$ cat src/rtl/pe_net_if.sv
// pe_net_if: PE-side network interface for one mesh node.
// Buffers PE packets in an injection FIFO, feeds the router local input under
// its enable, and registers ejected packets back to the PE.
// Optional: define PE_NET_IF_STALL_CNT_EN to add o_stall_count (BLOCKED cycles).

package pe_net_if_pkg;
    typedef logic [31:0] packet_t;
endpackage

module pe_net_if
    import pe_net_if_pkg::*;
#(
    parameter int unsigned FIFO_DEPTH = 4,
    parameter int unsigned CNT_W      = 16
) (
    input  logic             clk,
    input  logic             reset_n,
    input  packet_t          i_pe_data,
    input  logic             i_pe_data_val,
    output logic             o_pe_ready,
    output packet_t          o_net_data,
    output logic             o_net_data_val,
    input  logic [3:0]       i_net_en,
    input  packet_t          i_net_data,
    input  logic             i_net_data_val,
    output packet_t          o_rx_data,
    output logic             o_rx_data_val,
    output logic [CNT_W-1:0] o_tx_count,
    output logic [CNT_W-1:0] o_rx_count,
`ifdef PE_NET_IF_STALL_CNT_EN
    output logic [CNT_W-1:0] o_stall_count,
`endif
    output logic             o_overflow
);

    localparam int unsigned AW = $clog2(FIFO_DEPTH);
    localparam logic [AW:0] DEPTH_C = FIFO_DEPTH[AW:0];

    typedef enum logic [1:0] {IDLE, SEND, BLOCKED} state_t;

    state_t        state;
    packet_t       mem [FIFO_DEPTH];
    logic [AW-1:0] wr_ptr;
    logic [AW-1:0] rd_ptr;
    logic [AW:0]   count;
    logic [AW:0]   count_nxt;
    logic          push;
    logic          pop;

    // Handshake decode: pop depends only on pre-edge count and enable, so a
    // packet written into an empty FIFO cannot leave in the same cycle.
    always_comb begin
        o_pe_ready = (count < DEPTH_C);
        push       = i_pe_data_val && o_pe_ready;
        pop        = (count != '0) && (i_net_en != 4'b0000);
        count_nxt  = count;
        if (push && !pop)
            count_nxt = count + (AW+1)'(1);
        else if (!push && pop)
            count_nxt = count - (AW+1)'(1);
    end

    // FIFO storage; contents need no reset since count gates every read.
    always_ff @(posedge clk) begin
        if (push)
            mem[wr_ptr] <= i_pe_data;
    end

    // Injection FSM, FIFO pointers, registered network outputs and counters.
    always_ff @(posedge clk or negedge reset_n) begin
        if (!reset_n) begin
            state          <= IDLE;
            wr_ptr         <= '0;
            rd_ptr         <= '0;
            count          <= '0;
            o_net_data     <= '0;
            o_net_data_val <= 1'b0;
            o_tx_count     <= '0;
            o_overflow     <= 1'b0;
        end else begin
            count          <= count_nxt;
            o_net_data_val <= pop;
            if (push)
                wr_ptr <= wr_ptr + AW'(1);
            if (pop) begin
                rd_ptr     <= rd_ptr + AW'(1);
                o_net_data <= mem[rd_ptr];
                o_tx_count <= o_tx_count + CNT_W'(1);
            end
            if (i_pe_data_val && !o_pe_ready)
                o_overflow <= 1'b1;
            if (count_nxt == '0)
                state <= IDLE;
            else if (i_net_en != 4'b0000)
                state <= SEND;
            else
                state <= BLOCKED;
        end
    end

    // Ejection path: one-cycle register, never back-pressured.
    always_ff @(posedge clk or negedge reset_n) begin
        if (!reset_n) begin
            o_rx_data     <= '0;
            o_rx_data_val <= 1'b0;
            o_rx_count    <= '0;
        end else begin
            o_rx_data     <= i_net_data;
            o_rx_data_val <= i_net_data_val;
            if (i_net_data_val)
                o_rx_count <= o_rx_count + CNT_W'(1);
        end
    end

`ifdef PE_NET_IF_STALL_CNT_EN
    // Counts cycles spent waiting on a closed router enable.
    always_ff @(posedge clk or negedge reset_n) begin
        if (!reset_n)
            o_stall_count <= '0;
        else if (state == BLOCKED)
            o_stall_count <= o_stall_count + CNT_W'(1);
    end
`endif

    // IDLE is registered alongside count, so the two always agree.
    a_idle_empty: assert property (@(posedge clk) disable iff (!reset_n)
        (state == IDLE) == (count == '0));

endmodule

$ cat config.mk
export PLATFORM = sky130hd
export DESIGN_NAME = pe_net_if
export DESIGN_NICKNAME = d
export VERILOG_FILES = /design/src/rtl/pe_net_if.sv
export SDC_FILE = /design/constraint.sdc
export NUM_CORES = 1
export LEC_CHECK = 0
export ABC_AREA = 1
export CELL_PAD_IN_SITES_DETAIL_PLACEMENT = 1
export CELL_PAD_IN_SITES_GLOBAL_PLACEMENT = 1
export CORE_ASPECT_RATIO = 0.9
export CORE_UTILIZATION = 41
export CTS_CLUSTER_SIZE = 30
export DETAILED_ROUTE_END_ITERATION = 6
export GPL_TIMING_DRIVEN = 0
export PLACE_DENSITY = 0.77
export SLEW_MARGIN = 20
export SYNTH_ARGS = -nofsm -noshare
export SYNTH_HDL_FRONTEND = slang
export SYNTH_SLANG_ARGS = --single-unit
$ cat constraint.sdc
create_clock -name clk -period 3.39 [get_ports clk]
set_input_delay 0.678 -clock clk [delete_from_list [all_inputs] [get_ports clk]]
set_output_delay 0.678 -clock clk [all_outputs]
set_load 0.02 [all_outputs]
==> impl_results.md, run 1 <==
* Status: finished clean
* Crit-path leading delay family: buffers and inverters
* Leak at about 4.6 nW
* Post-synth top cells: nor2_1, edfxtp_1, dfrtp_1, o21ai_0, nand2_1
* Register-to-register setup slack at 1260 ps
* Crit-path max FO at 4
* Warnings, synthesis at 0
* Postcts setup bufs at 0
* Vias at 5985
* Dpl cells at 1159
* EDFF count, synth at 128
* Xor-xnor portion of the synthesized cell area at 2.60%
* Worst EP required at about 2700 ps
* Power per Cell Area at around 840 nW/µm²
* Ys async rst share at 45.3%
* Cells after Synth at 697
* WP data arrival at 1630 ps
* Final Hold Viols at 0
* Final period utilization at 68.2%
* Syn-to-layout area delta at 34.3%
* Synth Area in Compound Gates at 6.25%
* Iteration-0 DRC Markers at 321
* IO Port Bufs at 171
* Crit path depth at 1
* RR Endpoint: count[2]
* Post-Route WL at 22.5 mm
* # clock sinks at 234
* Inserted Diodes at 0
* Total GRT Usage at between 20% and 30%
* Core Util, Final at a little under three fifths
* Synth Area in Simple Gates at 12.3%
* Critical path's slowest cell: clkdlybuf4s50_1
* Antenna viol nets, final at 0
* RSZ-0062 raised after global routing: false
* Core box area at 20900 µm²
* Worst-Margin Slew at 660 ps
* #FFs+latches synth at ~230
* Largest net degree at the start of global routing at 63
* Top post-synthesis cells by area: edfxtp_1, dfrtp_1, nor2_1
* Crit Path Class: reg2out
* Hold-fix buffers, CTS at 0
* DR vias/cell at just under 5
* FF-to-FF Start: count[2]
* Yosys top cell area share at 43.8%
* Max clock buf depth at 3
* Drt pass-1 iters at 5
* Max rail drop VDD at 0.462 mV
* Fillers at 2157
* Post-synthesis sequential area ratio at 74.1%
* CTS clk-pin slew, worst paths at around 60 ps
* Cell Rows at 50
* Count leader, synth: nor2_1
* Post-synthesis cell type count at 30
* Post-Synth Adder-Cell Area at 1.23%
* FF/Latch Area at 6500 µm²
* Post-Syn Area at between 8000 and 9000 µm²
* Clk_skew at around 15 ps
* Area of the multi-input gates at 2010 µm²
* Cell Chain, Critical Path: clkdlybuf4s50_1
* Die height at approximately 140 µm
* Die ar. at between 20000 and 25000 µm²
* Post-synthesis mux area share at 0.257%
* Initial antenna violation count at 0
* H-tree depth reported by CTS at 1
* Post-DR wirelength/cell at 18.7 µm
* Initial Utilization at a little over two fifths
* Dominant synthesized flop cell: edfxtp_1
* Io pins at ~170
* CTS buffer count at 25
* Startpoint types: register
* Layout Nets at 980
* Largest area contributor in the netlist: edfxtp_1
* Tightest Hold Check Type: in2async
* Max Cap Viol at 0
* Final Critical Period at 2310 ps
* First-pass GRT wire length at approximately 35 mm
* Clk Latency, worst-skew pair at 530 ps
* GRT overflow at 0
* Worst setup path start: o_tx_count[6]
* Combinational family with the most area after synthesis: simple AND/OR/NAND/NOR gates
* Worst Reg2Reg Path Length in Cells at 9
* Clock root buffer: clkbuf_16
* Fmax at 0.432 GHz
* Final std cells w/o fill at 1205
* Vias in the first global route at 6347
* Final Max Slew Viols at 0
* Worst slew margin at between 50% and 60%
* Die width at 156 µm
* Layout cell share with drive strength beyond 1 at a little over 8%
* CTS tree: done
* End of the critical path: o_tx_count[6]
* Finish-stage setup viols at 0
* Post_cts resized at 0
* Gp weighted congestion at 0.728
* DR DRC count at 0
* Syn Area/Cell at between 10 and 15 µm²
* CP endpoint kind: primary output
* Critical path's largest stage delay at 660 ps
* CP bufs+invs at 1
* Mapped Nets at 777
* DPL Wire Length at 14.7 mm
flip-flops by register name (all words and copies together), names as in the netlist:
register	flops
o_net_data_val	1
count	3
o_overflow	1
o_tx_count	16
o_net_data	32
o_rx_data	32
wr_ptr	2
rd_ptr	2
mem	128
o_rx_count	16
o_rx_data_val	1
layer usage:
| metal | part of all wire [%] | track usage [%] |
|---|---|---|
| met5 | 0 | 0 |
| met4 | 2.0 | 6.14 |
| met3 | 6.5 | 4.15 |
| met2 | 49 | 36.8 |
| met1 | 43 | 26.6 |
cell families (layout without fill, tap and decap cells):
| kind of cell | after synthesis | in the layout |
|---|---|---|
| buf+inv | 64 | 286 |
| mux | 2 | 2 |
| simple gates | 262 | 262 |
| xor+xnor | 26 | 26 |
| fa+ha+maj | 8 | 8 |
| flops | 234 | 234 |
| compound gates | 101 | 101 |
final cells by class:
| class | count | share of cell area (%) |
|---|---|---|
| clock inverter | 14 | 0.988 |
| sequential | 234 | 55.2 |
| clock buffer | 32 | 5.54 |
| multi-input combinational | 399 | 17.1 |
| inverter | 36 | 1.17 |
| tap | 286 | 3.04 |
| buffer | 28 | 1.31 |
| timing repair buffer | 176 | 15.7 |
where the power goes:
group	switching [W]	internal, W	total (W)	leakage, nW
Sequential	0.000355	0.00362	0.00398	2.41
Clock	0.00108	0.00151	0.00259	0.378
Combinational	0.00200	0.00133	0.00332	1.77
how the worst min path moves through the flow:
| stage | endpoint | startpoint | slack, ps |
|---|---|---|---|
| 6_report | o_rx_count[13] | reset_n | 80 |
| 5_1_grt | o_rx_count[8] | reset_n | 90 |
| 4_1_cts | o_rx_count[12] | reset_n | 80 |
| 3_5_place_dp | o_overflow | o_overflow | 440 |
| 3_3_place_gp | o_overflow | o_overflow | 440 |
| 2_1_floorplan | count[0] | reset_n | 380 |
metrics by stage:
stage          cell area (µm²)  TNS, ps  total power [W]  hold WS (ps)  worst slack, ps
6_report                 11800        0          0.00988          75.9             1080
5_1_grt                  11800        0           0.0104          93.8             1010
4_1_cts                  11800        0           0.0100          77.6             1070
3_5_place_dp             11000        0          0.00738           444              575
3_3_place_gp             10800  -410430          0.00717           442            -2770
2_1_floorplan             8770        0          0.00580           382              792
cells in the final DEF (no fill, tap or decap), drive strengths merged, types with 2 or more instances in the layout:
cell type,n
nor2,181
clkdlybuf4s50,170
edfxtp,128
dfrtp,106
o21ai,67
nand2,52
clkbuf,39
inv,37
a31oi,32
buf,27
xor2,16
nand3,13
clkinv,11
xnor2,10
nor3,8
ha,7
nand4,6
mux2,2
bufinv,2
Power figures use the tool's default switching activity.
==> run 2: changes to the inputs <==
==> constraint.sdc (replaced) <==
create_clock -name clk -period 2.2 [get_ports clk]
set_input_delay 0.44 -clock clk [delete_from_list [all_inputs] [get_ports clk]]
set_output_delay 0.44 -clock clk [all_outputs]
set_load 0.02 [all_outputs]
==> run 2 against run 1 <==
Effect of this change: routed wire length up 0.17%; non-clock buffer count is 1 higher; clock skew about the same; combinational power rose by 54%; worst hold slack improved by 280 ps; critical path depth is the same; sequential cell count did not move; clock power rose by 54%; via count fell by 0.32%; die area unchanged; critical endpoint unchanged; highest routed layer unchanged.
==> impl_results.md, run 2 (synthesis gave the netlist of run 1 again) <==
* Max rail drop VDD at 0.712 mV (+54%)
* Worst EP required at 1760 ps (-950 ps)
* Die width at 156 µm (unchanged)
* Dpl cells at 1159 (unchanged)
* Vias in the first global route at 6363 (+0.25%)
* Iteration-0 DRC Markers at 345 (+7.5%)
* Drt pass-1 iters at 5 (unchanged)
* Tightest Hold Check Type: in2reg
* Final Critical Period at slightly above 2000 ps
* Worst-Margin Slew at 661 ps (+0.451 ps)
* Vias at 5966 (-0.32%)
* Final Hold Viols at 0 (unchanged)
* Clk Latency, worst-skew pair at 530 ps (about the same)
* Syn-to-layout area delta at 34.4%
* Gate power share at 33.6% (about the same)
* Core Util, Final at 56.4% (+0.060 points)
* Clock root buffer: clkbuf_16
* Max clock buf depth at 3 (unchanged)
* Initial Utilization at 42.0% (unchanged)
* Status: finished clean
* CTS clk-pin slew, worst paths at 60 ps (about the same)
* Clk_skew at 15.0 ps (+0.0610 ps)
* DR DRC count at 0 (unchanged)
* Sw frac at 34.7% (about the same)
* Finish-stage setup viols at 0 (unchanged)
* Initial antenna violation count at 0 (unchanged)
* Startpoint types: register
* Crit-path leading delay family: buffers and inverters
* Critical path's slowest cell: clkdlybuf4s50_1
* Final period utilization at 94.2%
* NetSw at 0.00528 W (+54%)
* CTS buffer count at 25 (unchanged)
* CTS tree: done
* Flop pwr share at 40.2% (about the same)
* CP bufs+invs at 1 (unchanged)
* Crit Path Class: reg2out
* GRT overflow at 0 (unchanged)
* Regs by FF count: mem: 128 flops, o_net_data: 32 flops, o_rx_data: 32 flops
* Worst slew margin at 55.8% (about the same)
* Critical path's largest stage delay at 660 ps (about the same)
* DR vias/cell at 4.95 (-0.40%)
* WP data arrival at 1630 ps (about the same)
* IO Port Bufs at 171 (unchanged)
* Inserted Diodes at 0 (unchanged)
* Clock power frac at 26.1% (about the same)
* CP endpoint kind: primary output
* Final TNS setup at 0 ps (unchanged)
* Fmax at ~0.48 GHz
* Post-DR wirelength/cell at 18.7 µm (about the same)
* Commonest non-fill, non-tap cell in the layout: nor2_1
* Post-Route WL at 22.6 mm (+0.17%)
* H-tree depth reported by CTS at 1 (unchanged)
* Die height at 141 µm (unchanged)
* Layout Nets at 981 (+0.10%)
* Power per Cell Area at 1290 nW/µm² (+54%)
* DPL Wire Length at 14.7 mm (unchanged)
* Antenna viol nets, final at 0 (unchanged)
* Final std cells w/o fill at 1206 (+0.083%)
* Largest net degree at the start of global routing at 63 (unchanged)
* Number of flip-flops in the largest register at 128 (unchanged)
* Fillers at 2156 (-0.046%)
* First-pass GRT wire length at 35.1 mm (+0.22%)
* Cell Rows at 50 (unchanged)
* Cell Chain, Critical Path: clkdlybuf4s50_1
* # clock sinks at 234 (unchanged)
* Io pins at 172 (unchanged)
* Final Max Slew Viols at 0 (unchanged)
* Crit-path max FO at 4 (unchanged)
* Layout cell share with drive strength beyond 1 at 8.37% (+0.10 points)
* Gp weighted congestion at 0.728 (unchanged)
* Core box area at 20900 µm² (unchanged)
* Largest Register: mem
* Commonest cells after routing, fill and taps aside: nor2_1, clkdlybuf4s50_1, edfxtp_1
* Total GRT Usage at 21.1% (+0.042 points)
* RSZ-0062 raised after global routing: false
* Die ar. at 22000 µm² (unchanged)
* Max Cap Viol at 0 (unchanged)
* Cell internal pwr at 0.00995 W (+54%)
* Leak at 4.56 nW (about the same)
-- run 2: layer usage --
layer / GRT usage, % / vias up / part of all wire (%)
li1: - / 2776 / -
met3: 4.12 / 37 / 6.6
met5: 0 / - / 0
met1: 26.6 / 2961 / 43
met4: 6.14 / 0 / 1.8
met2: 36.9 / 192 / 49
-- run 2: power groups by stage --
stage                     Clock, W  Sequential [W]  Combinational [W]
after floorplan                  0         0.00664            0.00230
after global placement           0         0.00619            0.00485
after detailed placement         0         0.00619            0.00517
after CTS                  0.00408         0.00613            0.00522
after global routing       0.00423         0.00622            0.00562
final                      0.00398         0.00613            0.00512
-- run 2: final timing paths --
check	start	endpoint	slack, ps	depth (start not counted)
max	o_tx_count[6]	o_tx_count[6]	130	1
min	i_net_data[13]	o_rx_data[13]	360	1
min reg2reg	o_overflow	o_overflow	450	1
max in group asynchronous	reset_n	o_tx_count[4]	1090	3
max reg2reg	count[2]	count[2]	240	9
min in group asynchronous	reset_n	o_rx_count[12]	430	2
-- run 2: repair_timing --
action / 4_1_cts / 5_1_grt
setup buffers: 0 / 0
resized for setup: 0 / 1
hold buffers: 1 / 0
endpoints found under the setup margin: 0 / 1
hold endpoints to repair: 44 / 0
-- run 2: metrics by stage --
stage | worst slack [ps] | power [W] | hold slack, ps | cell area, µm²
detailed placement | -377 | 0.0114 | 389 | 11000
global placement | -3720 | 0.0110 | 442 | 10800
global route | 87.6 | 0.0161 | 345 | 11800
floorplan | -259 | 0.00894 | 144 | 8770
CTS | 74.7 | 0.0154 | 341 | 11800
finish | 127 | 0.0152 | 357 | 11800
-- run 2: final cells by class --
type / instances / area (µm²) / area share, %
Multi-Input combinational cell: 399 / 2010 / 17.1
Buffer: 28 / 154 / 1.31
Clock buffer: 32 / 652 / 5.53
Sequential cell: 234 / 6500 / 55.1
Timing Repair Buffer: 177 / 1860 / 15.8
Clock inverter: 14 / 116 / 0.987
Inverter: 36 / 138 / 1.17
Tap cell: 286 / 358 / 3.04
==> run 3: changes to the inputs <==
--- a/config.mk
+++ b/config.mk
@@ -9,11 +9,12 @@
 export CELL_PAD_IN_SITES_DETAIL_PLACEMENT = 1
 export CELL_PAD_IN_SITES_GLOBAL_PLACEMENT = 1
 export CORE_ASPECT_RATIO = 0.9
-export CORE_UTILIZATION = 41
+export CORE_UTILIZATION = 44
 export CTS_CLUSTER_SIZE = 30
 export DETAILED_ROUTE_END_ITERATION = 6
 export GPL_TIMING_DRIVEN = 0
-export PLACE_DENSITY = 0.77
+export PLACE_DENSITY = 0.82
+export SETUP_SLACK_MARGIN = 0.02
 export SLEW_MARGIN = 20
 export SYNTH_ARGS = -nofsm -noshare
 export SYNTH_HDL_FRONTEND = slang
==> constraint.sdc (replaced) <==
create_clock -name clk -period 2.4 [get_ports clk]
set_input_delay 0.48 -clock clk [delete_from_list [all_inputs] [get_ports clk]]
set_output_delay 0.48 -clock clk [all_outputs]
set_load 0.02 [all_outputs]
==> run 3 against run 2 <==
Effect of this change: sequential share of layout area about the same; worst hold slack improved by 45 ps; combinational power decreased by 7.4%; clock power decreased by 1%; via count increased by 0.84%; core utilization increased by 4.6 points; worst setup slack improved by 140 ps; highest routed layer unchanged.
==> impl_results.md, run 3 (synthesis gave the netlist of run 1 again) <==
* Status: finished clean
* Final std cells w/o fill at 1168 (-3.2%)
* Drt pass-1 iters at 4 (-1)
* WP data arrival at 2520 ps (+890 ps)
* Postcts setup bufs at 0 (unchanged)
* Dpl cells at 1123 (-3.1%)
* Initial Utilization at 45.3% (+3.4 points)
* Worst-Margin Slew at 677 ps (+15.9 ps)
* Max clock buf depth at 3 (unchanged)
* Finish-stage setup viols at 0 (unchanged)
* Commonest non-fill, non-tap cell in the layout: nor2_1
* Fillers at 1902 (-12%)
* Number of flip-flops in the largest register at 128 (unchanged)
* Worst slew margin at 54.9% (-0.96 points)
* Initial antenna violation count at 0 (unchanged)
* Area of the multi-input gates at 2010 µm² (-0.12%)
* First-pass GRT wire length at 36.1 mm (+2.9%)
* Vias in the first global route at 6474 (+1.7%)
* Core box area at 19300 µm² (-7.4%)
* Final Critical Period at 2130 ps
* Area post-placement at 10900 µm² (-0.61%)
* Max rail drop VDD at 0.680 mV (-4.4%)
* Vias at 6016 (+0.84%)
* Commonest cells after routing, fill and taps aside: nor2_1, clkdlybuf4s50_1, edfxtp_1
* Hold Slack at 401 ps (+44.6 ps)
* Die height at 136 µm (-3.4%)
* Final Max Slew Viols at 0 (unchanged)
* Total GRT Usage at 23.6% (+2.4 points)
* Tightest Hold Check Type: in2reg
* Die ar. at 20500 µm² (-6.7%)
* Power per Cell Area at 1210 nW/µm² (-6.1%)
* Crit-path max FO at 6 (+2)
* CTS buffer count at 24 (-4.0%)
* Layout Nets at 980 (-0.10%)
* Clk Latency, worst-skew pair at 530 ps (about the same)
* Regs by FF count: mem: 128 flops, o_net_data: 32 flops, o_rx_data: 32 flops
* Largest Register: mem
* Core Util, Final at 61.0% (+4.6 points)
* Worst EP required at 2790 ps (+1030 ps)
* Crit Path Class: reg2reg
* IO Port Bufs at 171 (unchanged)
* Hold-fix buffers, CTS at 1 (unchanged)
* Startpoint types: register
* Setup WS pre-CTS at -241 ps (+136 ps)
* Final period utilization at between 80 and 90%
* GRT overflow at 0 (unchanged)
* Io pins at 172 (unchanged)
* DR vias/cell at 5.15 (+4.1%)
* Post_cts resized at 0 (unchanged)
* CTS clk-pin slew, worst paths at 60 ps (about the same)
* Cell Rows at 48 (-4.0%)
* Post-Route WL at 23.8 mm (+5.5%)
* Gp weighted congestion at 0.783 (+7.4%)
* Clk_skew at 18.0 ps (+2.95 ps)
* Worst setup margin at 271 ps (+144 ps)
* RSZ-0062 raised after global routing: false
* Layout cell share with drive strength beyond 1 at 8.93% (+0.56 points)
* Syn-to-layout area delta at 34.5% (about the same)
* Post-DR wirelength/cell at 20.4 µm (+8.9%)
* FF/Latch Area at 6500 µm² (unchanged)
* # clock sinks at 234 (unchanged)
* Clock root buffer: clkbuf_16
* DPL Wire Length at 16.0 mm (+9.0%)
* Iteration-0 DRC Markers at 230 (-33%)
* Leak at 4.58 nW (+0.57%)
* Inserted Diodes at 0 (unchanged)
* CTS tree: done
* Largest net degree at the start of global routing at 74 (+17%)
* Antenna viol nets, final at 0 (unchanged)
* CP endpoint kind: register
* Final instance area at 11800 µm² (about the same)
* Die width at 151 µm (-3.4%)
* Fmax at 0.470 GHz
* DR DRC count at 0 (unchanged)
* Max Cap Viol at 0 (unchanged)
* H-tree depth reported by CTS at 1 (unchanged)
* Final Hold Viols at 0 (unchanged)
run 3: cell count changes in the layout (fill, tap and decap cells not counted), moves of 2 or more:
cell / previous run / this run
clkbuf_1: 14 / 10
buf_12: 0 / 3
buf_16: 5 / 2
clkinv_1: 6 / 2
bufinv_16: 2 / 4
clkbuf_8: 0 / 4
run 3: worst paths after layout:
check	startpoint	slack, ps	depth (start not counted)	to
max	count[2]	270	9	count[2]
min	i_net_data[9]	400	1	o_rx_data[9]
max reg2reg	count[2]	270	9	count[2]
min reg2reg	o_overflow	470	1	o_overflow
max in group asynchronous	reset_n	1290	3	o_rx_count[8]
min in group asynchronous	reset_n	420	2	o_net_data[6]
run 3: where the power goes:
| part | internal (W) | switching, W | total (W) |
|---|---|---|---|
| clock network | 0.00239 | 0.00154 | 0.00394 |
| logic | 0.00187 | 0.00287 | 0.00474 |
| registers | 0.00511 | 0.000516 | 0.00563 |
run 3: final cells by class:
class | instances | area share, %
buffer | 28 | 1.30
clock buffer | 31 | 5.65
clock inverter | 13 | 1.50
inverter | 36 | 1.17
multi-input combinational | 399 | 17.1
sequential | 234 | 55.1
tap | 250 | 2.65
timing repair buffer | 177 | 15.6
run 3: per-layer routing:
| layer | routed length, µm | track usage (%) |
|---|---|---|
| met2 | 12300 | 43.6 |
| met5 | 0 | 0 |
| met3 | 1660 | 4.73 |
| met1 | 9460 | 28.1 |
| met4 | 367 | 5.11 |
run 3: worst max-delay path, stage by stage, from the launching register on:
cell,delay (ps)
dfrtp_1,380
inv_2,100
nand2_1,280
inv_1,200
ha_1,160
inv_1,60
fa_1,380
a21oi_1,140
o21ai_0,130
xor2_1,160
run 3: through the flow:
step / total power (W) / setup TNS, ps
finish: 0.0143 / 0
global route: 0.0150 / 0
CTS: 0.0144 / 0
detailed placement: 0.0104 / -428
global placement: 0.0101 / -589780
floorplan: 0.00819 / -7540
